<file path="src/rtl/mips_pipe_pkg.sv">
// Shared types and constants for the MIPS-style ID/EX pipeline slice.
// Contents: datapath/register widths, ALU opcode constants, forward-select
// enum, EX-stage register payload struct and a RAW-match helper.
package mips_pipe_pkg;

   localparam int unsigned DW  = 32;   // datapath width
   localparam int unsigned RW  = 5;    // register-number width
   localparam int unsigned AW  = 4;    // ALU opcode width
   localparam int unsigned SAW = 5;    // shift-amount width

   localparam logic [AW-1:0] ALUC_ADD  = 4'b0000;
   localparam logic [AW-1:0] ALUC_SUB  = 4'b0100;
   localparam logic [AW-1:0] ALUC_AND  = 4'b0001;
   localparam logic [AW-1:0] ALUC_OR   = 4'b0101;
   localparam logic [AW-1:0] ALUC_XOR  = 4'b0010;
   localparam logic [AW-1:0] ALUC_LUI  = 4'b0110;
   localparam logic [AW-1:0] ALUC_HAMD = 4'b1001;
   localparam logic [AW-1:0] ALUC_SLL  = 4'b0011;
   localparam logic [AW-1:0] ALUC_SRL  = 4'b0111;
   localparam logic [AW-1:0] ALUC_SRA  = 4'b1111;

   typedef enum logic [1:0] {
      FWD_RF  = 2'd0,
      FWD_EX  = 2'd1,
      FWD_MEM = 2'd2
   } fwd_sel_e;

   // Contents of the ID/EX pipeline register
   typedef struct packed {
      logic          valid;
      logic          wreg;
      logic          m2reg;
      logic          wmem;
      logic [AW-1:0] aluc;
      logic [RW-1:0] rn;
      logic [DW-1:0] a;
      logic [DW-1:0] b;
      logic [DW-1:0] store;
   } ex_bundle_t;

   // A producer writing dst matches source src; r0 never matches
   function automatic logic raw_match(input logic          wr,
                                      input logic [RW-1:0] dst,
                                      input logic [RW-1:0] src);
      return wr & (dst != '0) & (dst == src);
   endfunction

endpackage

</file>
<file path="src/rtl/id_ex_stage_if.sv">
// Bundle of ID-side inputs, EX/MEM feedback and EX-stage outputs of id_ex_stage.
// master: ID/EX/MEM environment side (drives id_*, flush, ex_result, mem_*).
// slave : the id_ex_stage block (drives stall and the e* EX-stage outputs).
interface id_ex_stage_if;
   import mips_pipe_pkg::*;

   logic            id_valid;
   logic [DW-1:0]   id_qa;
   logic [DW-1:0]   id_qb;
   logic [RW-1:0]   id_rs;
   logic [RW-1:0]   id_rt;
   logic            id_use_rs;
   logic            id_use_rt;
   logic [DW-1:0]   id_imm;
   logic [SAW-1:0]  id_sa;
   logic            id_shift;
   logic            id_aluimm;
   logic [AW-1:0]   id_aluc;
   logic            id_wreg;
   logic            id_m2reg;
   logic            id_wmem;
   logic [RW-1:0]   id_rn;
   logic            flush;
   logic [DW-1:0]   ex_result;
   logic            mem_wreg;
   logic [RW-1:0]   mem_rn;
   logic [DW-1:0]   mem_wdata;

   logic            stall;
   logic            evalid;
   logic            ewreg;
   logic            em2reg;
   logic            ewmem;
   logic [DW-1:0]   ea;
   logic [DW-1:0]   eb;
   logic [AW-1:0]   ealuc;
   logic [RW-1:0]   ern;
   logic [DW-1:0]   estore;

   modport master (
      output id_valid, id_qa, id_qb, id_rs, id_rt, id_use_rs, id_use_rt,
             id_imm, id_sa, id_shift, id_aluimm, id_aluc, id_wreg, id_m2reg,
             id_wmem, id_rn, flush, ex_result, mem_wreg, mem_rn, mem_wdata,
      input  stall, evalid, ewreg, em2reg, ewmem, ea, eb, ealuc, ern, estore
   );

   modport slave (
      input  id_valid, id_qa, id_qb, id_rs, id_rt, id_use_rs, id_use_rt,
             id_imm, id_sa, id_shift, id_aluimm, id_aluc, id_wreg, id_m2reg,
             id_wmem, id_rn, flush, ex_result, mem_wreg, mem_rn, mem_wdata,
      output stall, evalid, ewreg, em2reg, ewmem, ea, eb, ealuc, ern, estore
   );

endinterface

</file>
<file path="src/rtl/id_ex_fwd_unit.sv">
// Combinational operand forwarding and hazard/stall detection for ID/EX.
// Ports: i_id_* ID fields; i_e* current EX-stage register contents;
//        i_mem_* MEM-stage write-back info; o_fwd_a/o_fwd_b resolved rs/rt
//        values; o_stall_c combinational stall to PC and IF/ID.
// Build option: FWD_EN defined -> EX/MEM bypass with load-use stall only;
//               FWD_EN undefined -> no bypass, stall on any EX/MEM RAW match.
module id_ex_fwd_unit
   import mips_pipe_pkg::*;
(
   input  logic          i_id_valid,
   input  logic [RW-1:0] i_id_rs,
   input  logic [RW-1:0] i_id_rt,
   input  logic          i_use_rs,
   input  logic          i_use_rt,
   input  logic [DW-1:0] i_qa,
   input  logic [DW-1:0] i_qb,
   input  logic          i_flush,
   input  logic          i_evalid,
   input  logic          i_ewreg,
   input  logic          i_em2reg,
   input  logic [RW-1:0] i_ern,
   input  logic [DW-1:0] i_ex_result,
   input  logic          i_mem_wreg,
   input  logic [RW-1:0] i_mem_rn,
   input  logic [DW-1:0] i_mem_wdata,
   output logic [DW-1:0] o_fwd_a,
   output logic [DW-1:0] o_fwd_b,
   output logic          o_stall_c
);

   logic w_ex_rs;
   logic w_ex_rt;
   logic w_mem_rs;
   logic w_mem_rt;
   logic w_hazard;

   // RAW matches against the EX and MEM producers
   assign w_ex_rs  = raw_match(i_evalid & i_ewreg, i_ern, i_id_rs);
   assign w_ex_rt  = raw_match(i_evalid & i_ewreg, i_ern, i_id_rt);
   assign w_mem_rs = raw_match(i_mem_wreg, i_mem_rn, i_id_rs);
   assign w_mem_rt = raw_match(i_mem_wreg, i_mem_rn, i_id_rt);

`ifdef FWD_EN
   fwd_sel_e w_sel_a;
   fwd_sel_e w_sel_b;

   // Youngest producer wins: EX before MEM before register file
   always_comb begin
      w_sel_a = FWD_RF;
      w_sel_b = FWD_RF;
      if (w_ex_rs)       w_sel_a = FWD_EX;
      else if (w_mem_rs) w_sel_a = FWD_MEM;
      if (w_ex_rt)       w_sel_b = FWD_EX;
      else if (w_mem_rt) w_sel_b = FWD_MEM;
   end

   // Operand muxes
   always_comb begin
      o_fwd_a = i_qa;
      o_fwd_b = i_qb;
      case (w_sel_a)
         FWD_EX:  o_fwd_a = i_ex_result;
         FWD_MEM: o_fwd_a = i_mem_wdata;
         default: o_fwd_a = i_qa;
      endcase
      case (w_sel_b)
         FWD_EX:  o_fwd_b = i_ex_result;
         FWD_MEM: o_fwd_b = i_mem_wdata;
         default: o_fwd_b = i_qb;
      endcase
   end

   // Only a load in EX cannot be bypassed: its data appears one stage later
   assign w_hazard = (i_use_rs & raw_match(i_evalid & i_em2reg, i_ern, i_id_rs))
                   | (i_use_rt & raw_match(i_evalid & i_em2reg, i_ern, i_id_rt));
`else
   logic w_unused_fwd;

   assign o_fwd_a = i_qa;
   assign o_fwd_b = i_qb;

   // Without bypass, wait until the producer has left MEM (written back)
   assign w_hazard = (i_use_rs & (w_ex_rs | w_mem_rs))
                   | (i_use_rt & (w_ex_rt | w_mem_rt));

   assign w_unused_fwd = ^{i_ex_result, i_mem_wdata, i_em2reg};
`endif

   // A squashed instruction never stalls the front end
   assign o_stall_c = i_id_valid & w_hazard & ~i_flush;

endmodule

</file>
<file path="src/rtl/id_ex_stage.sv">
// ID/EX pipeline stage feeding the 32-bit ALU (a, b, aluc).
// Ports: clock, reset (synchronous, active-high); io_pipe (id_ex_stage_if.slave)
//        carrying ID fields, flush, EX/MEM feedback, combinational stall and
//        the registered EX-stage outputs evalid/ewreg/em2reg/ewmem/ea/eb/
//        ealuc/ern/estore.
// Build option: FWD_EN enables EX/MEM operand forwarding (see id_ex_fwd_unit).
module id_ex_stage
   import mips_pipe_pkg::*;
(
   input  logic         clock,
   input  logic         reset,
   id_ex_stage_if.slave io_pipe
);

   logic [DW-1:0] w_fwd_a;
   logic [DW-1:0] w_fwd_b;
   logic          w_stall_c;
   logic          w_bubble;
   ex_bundle_t    w_next;
   ex_bundle_t    r_ex;

   id_ex_fwd_unit u_fwd (
      .i_id_valid  (io_pipe.id_valid),
      .i_id_rs     (io_pipe.id_rs),
      .i_id_rt     (io_pipe.id_rt),
      .i_use_rs    (io_pipe.id_use_rs),
      .i_use_rt    (io_pipe.id_use_rt),
      .i_qa        (io_pipe.id_qa),
      .i_qb        (io_pipe.id_qb),
      .i_flush     (io_pipe.flush),
      .i_evalid    (r_ex.valid),
      .i_ewreg     (r_ex.wreg),
      .i_em2reg    (r_ex.m2reg),
      .i_ern       (r_ex.rn),
      .i_ex_result (io_pipe.ex_result),
      .i_mem_wreg  (io_pipe.mem_wreg),
      .i_mem_rn    (io_pipe.mem_rn),
      .i_mem_wdata (io_pipe.mem_wdata),
      .o_fwd_a     (w_fwd_a),
      .o_fwd_b     (w_fwd_b),
      .o_stall_c   (w_stall_c)
   );

   // Next EX-stage contents for a real, unstalled instruction
   always_comb begin
      w_next       = '0;
      w_next.valid = 1'b1;
      w_next.wreg  = io_pipe.id_wreg;
      w_next.m2reg = io_pipe.id_m2reg;
      w_next.wmem  = io_pipe.id_wmem;
      w_next.aluc  = io_pipe.id_aluc;
      w_next.rn    = io_pipe.id_rn;
      w_next.a     = io_pipe.id_shift  ? DW'(io_pipe.id_sa) : w_fwd_a;
      w_next.b     = io_pipe.id_aluimm ? io_pipe.id_imm     : w_fwd_b;
      w_next.store = w_fwd_b;
   end

   assign w_bubble = io_pipe.flush | w_stall_c | ~io_pipe.id_valid;

   // Pipeline register; a bubble is an all-zero bundle
   always_ff @(posedge clock) begin
      if (reset)         r_ex <= '0;
      else if (w_bubble) r_ex <= '0;
      else               r_ex <= w_next;
   end

   assign io_pipe.stall  = w_stall_c;
   assign io_pipe.evalid = r_ex.valid;
   assign io_pipe.ewreg  = r_ex.wreg;
   assign io_pipe.em2reg = r_ex.m2reg;
   assign io_pipe.ewmem  = r_ex.wmem;
   assign io_pipe.ealuc  = r_ex.aluc;
   assign io_pipe.ern    = r_ex.rn;
   assign io_pipe.ea     = r_ex.a;
   assign io_pipe.eb     = r_ex.b;
   assign io_pipe.estore = r_ex.store;

endmodule

</file>
<file path="src/flat_wrapper.sv">
// flat-port wrapper written by rule: the top's interface ports become plain ports
module id_ex_stage_flat import mips_pipe_pkg::*;
  (clock, reset, io_pipe_id_valid, io_pipe_id_qa, io_pipe_id_qb, io_pipe_id_rs, io_pipe_id_rt, io_pipe_id_use_rs, io_pipe_id_use_rt, io_pipe_id_imm, io_pipe_id_sa, io_pipe_id_shift, io_pipe_id_aluimm, io_pipe_id_aluc, io_pipe_id_wreg, io_pipe_id_m2reg, io_pipe_id_wmem, io_pipe_id_rn, io_pipe_flush, io_pipe_ex_result, io_pipe_mem_wreg, io_pipe_mem_rn, io_pipe_mem_wdata, io_pipe_stall, io_pipe_evalid, io_pipe_ewreg, io_pipe_em2reg, io_pipe_ewmem, io_pipe_ea, io_pipe_eb, io_pipe_ealuc, io_pipe_ern, io_pipe_estore);
  id_ex_stage_if io_pipe_i ();
  input  logic clock;
  input  logic reset;
  input wire logic [$bits(io_pipe_i.id_valid)-1:0] io_pipe_id_valid;
  input wire logic [$bits(io_pipe_i.id_qa)-1:0] io_pipe_id_qa;
  input wire logic [$bits(io_pipe_i.id_qb)-1:0] io_pipe_id_qb;
  input wire logic [$bits(io_pipe_i.id_rs)-1:0] io_pipe_id_rs;
  input wire logic [$bits(io_pipe_i.id_rt)-1:0] io_pipe_id_rt;
  input wire logic [$bits(io_pipe_i.id_use_rs)-1:0] io_pipe_id_use_rs;
  input wire logic [$bits(io_pipe_i.id_use_rt)-1:0] io_pipe_id_use_rt;
  input wire logic [$bits(io_pipe_i.id_imm)-1:0] io_pipe_id_imm;
  input wire logic [$bits(io_pipe_i.id_sa)-1:0] io_pipe_id_sa;
  input wire logic [$bits(io_pipe_i.id_shift)-1:0] io_pipe_id_shift;
  input wire logic [$bits(io_pipe_i.id_aluimm)-1:0] io_pipe_id_aluimm;
  input wire logic [$bits(io_pipe_i.id_aluc)-1:0] io_pipe_id_aluc;
  input wire logic [$bits(io_pipe_i.id_wreg)-1:0] io_pipe_id_wreg;
  input wire logic [$bits(io_pipe_i.id_m2reg)-1:0] io_pipe_id_m2reg;
  input wire logic [$bits(io_pipe_i.id_wmem)-1:0] io_pipe_id_wmem;
  input wire logic [$bits(io_pipe_i.id_rn)-1:0] io_pipe_id_rn;
  input wire logic [$bits(io_pipe_i.flush)-1:0] io_pipe_flush;
  input wire logic [$bits(io_pipe_i.ex_result)-1:0] io_pipe_ex_result;
  input wire logic [$bits(io_pipe_i.mem_wreg)-1:0] io_pipe_mem_wreg;
  input wire logic [$bits(io_pipe_i.mem_rn)-1:0] io_pipe_mem_rn;
  input wire logic [$bits(io_pipe_i.mem_wdata)-1:0] io_pipe_mem_wdata;
  output wire logic [$bits(io_pipe_i.stall)-1:0] io_pipe_stall;
  output wire logic [$bits(io_pipe_i.evalid)-1:0] io_pipe_evalid;
  output wire logic [$bits(io_pipe_i.ewreg)-1:0] io_pipe_ewreg;
  output wire logic [$bits(io_pipe_i.em2reg)-1:0] io_pipe_em2reg;
  output wire logic [$bits(io_pipe_i.ewmem)-1:0] io_pipe_ewmem;
  output wire logic [$bits(io_pipe_i.ea)-1:0] io_pipe_ea;
  output wire logic [$bits(io_pipe_i.eb)-1:0] io_pipe_eb;
  output wire logic [$bits(io_pipe_i.ealuc)-1:0] io_pipe_ealuc;
  output wire logic [$bits(io_pipe_i.ern)-1:0] io_pipe_ern;
  output wire logic [$bits(io_pipe_i.estore)-1:0] io_pipe_estore;
  assign io_pipe_i.id_valid = io_pipe_id_valid;
  assign io_pipe_i.id_qa = io_pipe_id_qa;
  assign io_pipe_i.id_qb = io_pipe_id_qb;
  assign io_pipe_i.id_rs = io_pipe_id_rs;
  assign io_pipe_i.id_rt = io_pipe_id_rt;
  assign io_pipe_i.id_use_rs = io_pipe_id_use_rs;
  assign io_pipe_i.id_use_rt = io_pipe_id_use_rt;
  assign io_pipe_i.id_imm = io_pipe_id_imm;
  assign io_pipe_i.id_sa = io_pipe_id_sa;
  assign io_pipe_i.id_shift = io_pipe_id_shift;
  assign io_pipe_i.id_aluimm = io_pipe_id_aluimm;
  assign io_pipe_i.id_aluc = io_pipe_id_aluc;
  assign io_pipe_i.id_wreg = io_pipe_id_wreg;
  assign io_pipe_i.id_m2reg = io_pipe_id_m2reg;
  assign io_pipe_i.id_wmem = io_pipe_id_wmem;
  assign io_pipe_i.id_rn = io_pipe_id_rn;
  assign io_pipe_i.flush = io_pipe_flush;
  assign io_pipe_i.ex_result = io_pipe_ex_result;
  assign io_pipe_i.mem_wreg = io_pipe_mem_wreg;
  assign io_pipe_i.mem_rn = io_pipe_mem_rn;
  assign io_pipe_i.mem_wdata = io_pipe_mem_wdata;
  assign io_pipe_stall = io_pipe_i.stall;
  assign io_pipe_evalid = io_pipe_i.evalid;
  assign io_pipe_ewreg = io_pipe_i.ewreg;
  assign io_pipe_em2reg = io_pipe_i.em2reg;
  assign io_pipe_ewmem = io_pipe_i.ewmem;
  assign io_pipe_ea = io_pipe_i.ea;
  assign io_pipe_eb = io_pipe_i.eb;
  assign io_pipe_ealuc = io_pipe_i.ealuc;
  assign io_pipe_ern = io_pipe_i.ern;
  assign io_pipe_estore = io_pipe_i.estore;
  id_ex_stage u_core (.clock(clock), .reset(reset), .io_pipe(io_pipe_i));
endmodule
</file>
<file path="config.mk">
export PLATFORM = sky130hd
export DESIGN_NAME = id_ex_stage_flat
export DESIGN_NICKNAME = d
export VERILOG_FILES = /design/src/rtl/mips_pipe_pkg.sv /design/src/rtl/id_ex_stage_if.sv /design/src/rtl/id_ex_fwd_unit.sv /design/src/rtl/id_ex_stage.sv /design/src/flat_wrapper.sv
export SDC_FILE = /design/constraint.sdc
export NUM_CORES = 1
export LEC_CHECK = 0
export CAP_MARGIN = 20
export CORE_AREA = 2 2 120 122
export DETAILED_ROUTE_END_ITERATION = 10
export DIE_AREA = 0 0 122 124
export PLACE_DENSITY_LB_ADDON = 0.25
export SLEW_MARGIN = 10
export SYNTH_ARGS = -nofsm -noshare
export SYNTH_HDL_FRONTEND = slang
export SYNTH_SLANG_ARGS = --single-unit
</file>
<file path="constraint.sdc">
create_clock -name clock -period 3.8 [get_ports clock]
set_input_delay 0.38 -clock clock [delete_from_list [all_inputs] [get_ports clock]]
set_output_delay 0.38 -clock clock [all_outputs]
set_load 0.005 [all_outputs]
</file>
==> results.py <==
metrics = {
    "layout": {
        "drive_gt1_share_pct": 4.43,
        "fill_cells": 1290,
        "area_delta_synth_final_pct": 80.0,
        "stdcell_area_sq_mm": 0.00653,
        "diodes": 0,
        "fin_util_pct": 47.6,
        "seq_area_sq_mm": 0.00218,
        "fin_nets": 760,
        "multi_input_area_sq_mm": 0.00133,
    },
    "outcome": {
        "status": "completed",
    },
    "clock_tree": {
        "ctsHtreeMaxLevel": 3,
        "clock-sinks": 109,
        "clockRootBuffer": "clkbuf_16",
        "cts_hold_buf": 0,
        "cts_setup_buffers": 0,
        "clockBufferDepth": 2,
        "clkTransAtPathRegs_ns": 0.07,
        "cts_resized": 0,
        "cts_tree": "done",
        "numCtsBuffers": 9,
        "clkLatencyLatePin_ns": 0.34,
    },
    "die": {
        "core_sq_mm": 0.0137,
        "io_pins": 311,
        "rows": 43,
        "die-area_sq_mm": 0.0151,
        "dieWidth_microns": 122,
        "start_util_pct": 26.4,
        "chipHeight_microns": 124,
    },
    "critical_path": {
        "r2r-end": "u_core.io_pipe.estore[4]$_SDFF_PP0_",
        "start_kind": "input pin",
        "reg2reg_depth": 5,
        "criticalPathCategory": "in2out",
        "crit_path_max_fanout": 3,
        "endpoint_kind": "primary output",
        "cp.arrival_ns": 2.43,
        "r2r_slack_ns": 1.57,
        "worstPathRequired_ns": 3.42,
        "r2r_start": "u_core.io_pipe.ern[0]$_SDFF_PP0_",
    },
    "sta": {
        "slew_headroom_pct": 28.6,
        "period_needed_ns": 2.81,
        "worstMarginPinSlew_ns": 1.07,
        "max_freq_ghz": 0.356,
        "final-setup-viol-count": 0,
        "finalCritPeriodShare_pct": 73.9,
        "drv_slew": 0,
        "tns_ns": 0,
        "hold_violations": 0,
        "clock_skew_ns": 0.00531,
        "rsz0062_at_grt": "no",
    },
    "synth": {
        "synth_largest_type_area_fraction_pct": 60.2,
        "synthTopCellsByArea": "dfxtp_1 60%, and3_1 12%, mux2i_1 10%",
        "yosysUniqueCellTypes": 19,
        "postSynthNetCount": 524,
        "synth_area_sq_mm": 0.00363,
        "yosysSeqAreaShare_pct": 60.2,
        "synth_top_area_cell": "dfxtp_1",
        "synth.avg_cell_area_sq_um": 11.2,
        "postSynthCellCount": 323,
        "synth-seq-cells": 109,
        "yosys_warnings": 0,
    },
    "power": {
        "p_comb_share_pct": 13.1,
        "power.internal_mw": 1.92,
        "swShare_pct": 21.2,
        "p_leak_nw": 2.72,
        "ir_drop_mv": 0.208,
        "p_seq_share_pct": 48.5,
        "powerDensity_mw_per_mm2": 373,
        "power_switching_mw": 0.517,
        "p_clk_share_pct": 38.4,
    },
    "global_route": {
        "grt_usage_pct": 15.8,
        "grt_max_degree": 72,
        "grt-ovfl-total": 0,
        "grt_pass1_wl_microns": 18200,
        "antenna_found_initial": 0,
        "grt_pass1_vias": 3492,
    },
    "hold_path": {
        "hp-start": "io_pipe_id_qa[25]",
        "holdPathStages": 2,
        "worstHoldEndpoint": "u_core.io_pipe.ea[25]$_SDFF_PP0_",
        "hold_path.class": "in2reg",
    },
    "drt": {
        "totalWireLength_microns": 12100,
        "vias": 3310,
        "vias_per_cell": 4.45,
        "ant_nets": 0,
        "drt_pass1_iterations": 4,
        "drc": 0,
        "drt_iter0_drc": 100,
        "wl_per_cell_microns": 16.2,
    },
    "place": {
        "portBuffers": 246,
        "place_area_sq_mm": 0.00623,
        "finalWeightedCongestion": 0.825,
        "dpl.hpwl_microns": 8830,
    },
    "job": {
        "maxCapViolations": 0,
    },
}
-- per-layer routing --
metal | up-vias | global-route usage (%) | routed length [microns]
met5 | - | 0 | 0
met4 | 0 | 6.97 | 231
met3 | 14 | 5.72 | 1050
met2 | 138 | 28.1 | 6020
met1 | 1558 | 17.0 | 4780
li1 | 1600 | - | -
-- flip-flops by register name, summed over array words and instances (netlist names) --
name,cells
u_core.io_pipe.ewmem,1
u_core.io_pipe.em2reg,1
u_core.io_pipe.evalid,1
u_core.io_pipe.ealuc,4
u_core.io_pipe.eb,32
u_core.io_pipe.ern,5
u_core.io_pipe.ewreg,1
u_core.io_pipe.estore,32
u_core.io_pipe.ea,32
-- cells by family after synthesis --
kind of cell / synth area share [%]
buffers and inverters: 3.55
xor gates and xnor gates: 4.83
muxes: 10.2
and+or+nand+nor: 19.9
DFF: 60.2
AOI/OAI and AO/OA: 1.35
-- placed cells by master, fill, tap and decap left out, drive strengths merged, types with 2 or more instances in the layout --
| master | count |
|---|---|
| nand4 | 4 |
| nand2 | 5 |
| clkbuf | 12 |
| nor2 | 5 |
| and3 | 71 |
| dfxtp | 109 |
| clkdlybuf4s50 | 245 |
| mux2i | 37 |
| xnor2 | 20 |
| nor3 | 38 |
| o22ai | 2 |
| clkinv | 2 |
| buf | 6 |
-- synth_stat cells (all sizes together) --
library cell	instances
nand2b	1
nand4	4
or3	1
o22ai	2
or2	1
clkbuf	23
buf	3
xnor2	20
and3	71
nor2	5
o311a	1
a32oi	1
mux2i	37
a32o	1
nor3	38
dfxtp	109
nand2	5
-- critical path, cell delays in order --
cell,delay (ns)
clkdlybuf4s50_1,0.48
xnor2_1,0.23
nand4_1,0.13
o22ai_1,0.37
a32oi_4,0.17
nor2_1,0.12
clkdlybuf4s50_1,0.54
-- power by group through the flow --
stage               sequential, mW  clock, mW  combinational, mW
global placement              1.21          0              0.317
global route                  1.18       1.02              0.344
CTS                           1.18      0.966              0.323
detailed placement            1.21          0              0.321
finish                        1.18      0.934              0.318
floorplan                     1.21          0             0.0869
-- per-stage QoR --
stage / setup WS [ns] / hold slack [ns] / power (mW) / instances
3_3_place_gp: 1.07 / 0.955 / 1.52 / 728
6_report: 0.990 / 0.595 / 2.43 / 744
3_5_place_dp: 1.03 / 0.956 / 1.53 / 728
2_1_floorplan: 1.84 / 0.526 / 1.30 / 323
5_1_grt: 0.889 / 0.586 / 2.54 / 744
4_1_cts: 1.01 / 0.578 / 2.47 / 744
-- area by class of cell --
type	count	share of cell area [%]
Clock inverter	4	0.729
Timing Repair Buffer	251	38.2
Clock buffer	12	3.78
Multi-Input combinational cell	188	20.4
Sequential cell	109	33.4
Tap cell	180	3.45
-- worst max path at each step --
stage	startpoint	endpoint	slack (ns)	cells after the start
detailed placement	io_pipe_mem_rn[4]	io_pipe_stall	1.03	7
CTS	io_pipe_mem_rn[4]	io_pipe_stall	1.01	7
global placement	io_pipe_mem_rn[4]	io_pipe_stall	1.07	7
global route	io_pipe_mem_rn[4]	io_pipe_stall	0.89	7
finish	io_pipe_mem_rn[4]	io_pipe_stall	0.99	7
floorplan	u_core.io_pipe.ern[0]$_SDFF_PP0_	io_pipe_stall	1.84	5
Power figures use the tool's default switching activity.
==> variant, RTL diff (config.mk and constraints unchanged) <==
Reset style: asynchronous (`reset`), changed in one clocked block.
--- a/src/rtl/id_ex_stage.sv
+++ b/src/rtl/id_ex_stage.sv
@@ -58,7 +58,7 @@
    assign w_bubble = io_pipe.flush | w_stall_c | ~io_pipe.id_valid;
 
    // Pipeline register; a bubble is an all-zero bundle
-   always_ff @(posedge clock) begin
+   always_ff @(posedge clock or posedge reset) begin
       if (reset)         r_ex <= '0;
       else if (w_bubble) r_ex <= '0;
       else               r_ex <= w_next;
Check against the original RTL: differs if reset is asserted again (counterexample within 4 cycles, from zero or initial values and one cycle with reset high); with reset held inactive, the same outputs for 10 cycles.
==> variant against the unedited design <==
  * Clock power increased by 9%
  * Combinational power grew 36%
  * Hold slack got worse by 0.30 ns
  * Synthesized cell count increased by 9.0%
  * Cell area rose by 15%
  * Utilization rose by 7.2 points
  * Sequential share of layout area is 2.9 points higher
  * Die area is the same
  * Sequential cell count unchanged
  * Worst setup slack gained 0.083 ns
  * Synthesized area increased by 26%
  * Total power rose by 9.6%
  * Routed wire length increased by 12%
==> variant: results (changes against the unedited design) <==
synth.distinct_cells: 24  # +5
xor_xnor_cell_area_share_of_the_yosys_netlist: 0.0384  # -0.00994
clk_pin_slew_ns: 0.07  # about the same
run_status: "finished clean"
reg2reg_to: "u_core.io_pipe.ea[7]$_DFF_PP0_"
n_fill_cell: 1206  # -6.5%
vdd_drop_max_uv: 190  # -8.8%
avgViaCountPerCell: 4.71  # +5.8%
dp_hpwl_um: 9650  # +9.4%
synthFlopType: "sky130_fd_sc_hd__dfrtp_1"
antennaDiodeCount: 0  # unchanged
detailroute.wirelength.met2_um: 6910  # +15%
drt-initial-drc-count: 129  # +29%
worst_ep_arrival_time_ns: 2.35  # -0.08 ns
comb_cell_power_uw: 434  # +36%
clockNetworkPower_mw: 1.02  # +9%
crit_end: "io_pipe_stall"
r2r_start: "u_core.io_pipe.ern[4]$_DFF_PP0_"
route.met3.wl_um: 1220  # +16%
yosys-mux-area-fraction: 0.0811  # -0.0210
clk_latency_ns: 0.35
grt_use_total: 0.176  # +0.0176
fin_worst_hold_slack_ns: 0.297  # -0.298 ns
yosys.area_share.adder: 0  # unchanged
synth.cells.most_frequent: "sky130_fd_sc_hd__dfrtp_1, sky130_fd_sc_hd__and3_1, sky130_fd_sc_hd__mux2i_1, sky130_fd_sc_hd__nor3_2, sky130_fd_sc_hd__inv_1"
grt_pass1_vias: 3696  # +5.8%
nNetsFinal: 787  # +3.6%
place_congestion: 0.863  # +4.6%
slew_headroom: 0.326  # +0.0403
grt_start_max_net_pins: 81  # +13%
yosysSeqAreaShare: 0.597  # -0.00437
drt-wirelength-per-cell_um: 17.5  # +7.7%
p_leak_nw: 3.39  # +24%
synth.yosys.warnings: 0  # unchanged
fin_cells: 771  # +3.6%
placed_cells_incl_taps: 754  # +3.6%
worstPathMaxFanout: 3  # unchanged
postSynthNetCount: 553  # +5.5%
placedInstanceArea_mm2: 0.00716  # +15%
wirelength_met1_um: 5020  # +5.1%
number_of_levels_in_the_clock_h_tree: 3  # unchanged
worst_min_path_class: "input port to asynchronous set/reset pin"
drt_first_pass_iters: 4  # unchanged
fraction_of_registers_with_async_set_or_reset_after_synthesis: 1.00  # +1.00
syn-mean-instance-area_um2: 13.0  # +16%
finClkSkew_ns: 0.00657  # +0.00126 ns
netlist_top_cells_area: "sky130_fd_sc_hd__dfrtp_1, sky130_fd_sc_hd__mux2i_1, sky130_fd_sc_hd__nor3_2, sky130_fd_sc_hd__and3_1, sky130_fd_sc_hd__nor4_2"
intPower_mw: 2.05  # +6.9%
numCtsBuffers: 9  # unchanged
synth_compound_gate_area_share: 0.0112  # -0.00222
timing.reg2reg.setup_slack_ns: 1.64  # +0.07 ns
clk_root_buffer_cell: "sky130_fd_sc_hd__clkbuf_16"
topRoutingLayerUsed: "met4"
io_buffer_count: 246  # unchanged
drcViolationCount: 0  # unchanged
grt_first_pass_wirelength_um: 20000  # +10%
worst_setup_path_startpoint: "io_pipe_mem_rn[1]"
drive_gt1_frac: 0.134  # +0.0893
## variant: kinds of logic (layout without fill, tap and decap cells)
| kind of cell | Yosys count | count (layout) |
|---|---|---|
| AO/OA/AOI/OAI | 6 | 6 |
| XOR/XNOR | 20 | 20 |
| multiplexers | 37 | 37 |
| flip-flops | 109 | 109 |
| buffers and inverters | 58 | 297 |
| AND/OR/NAND/NOR | 122 | 122 |
## variant: cell type report
type / count / area, µm² / area share
clock buffers: 9 / 225 / 0.0300
clock inverters: 7 / 97.6 / 0.0130
inverters: 28 / 108 / 0.0143
multi-input cells: 185 / 1590 / 0.212
flip-flops and latches: 109 / 2730 / 0.363
well taps: 180 / 225 / 0.0300
repair buffers: 253 / 2540 / 0.338
## variant: critical path, stage by stage
cell	delay [ns]
sky130_fd_sc_hd__clkdlybuf4s50_1	0.47
sky130_fd_sc_hd__or4_1	0.53
sky130_fd_sc_hd__o21a_1	0.23
sky130_fd_sc_hd__a22oi_2	0.19
sky130_fd_sc_hd__nor2_1	0.06
sky130_fd_sc_hd__clkdlybuf4s50_1	0.49
## variant: through the flow
| stage | setup WS (ns) | total power, mW |
|---|---|---|
| 2_1_floorplan | 0.546 | 1.40 |
| 3_3_place_gp | 1.09 | 1.67 |
| 3_5_place_dp | 1.08 | 1.68 |
| 4_1_cts | 1.06 | 2.70 |
| 5_1_grt | 1.02 | 2.78 |
| 6_report | 1.07 | 2.67 |
## variant: layer usage
metal,GRT usage,vias to the layer above
met1,0.200,1770
met5,0,-
met4,0.0841,0
met3,0.0572,25
met2,0.300,153
li1,-,1680
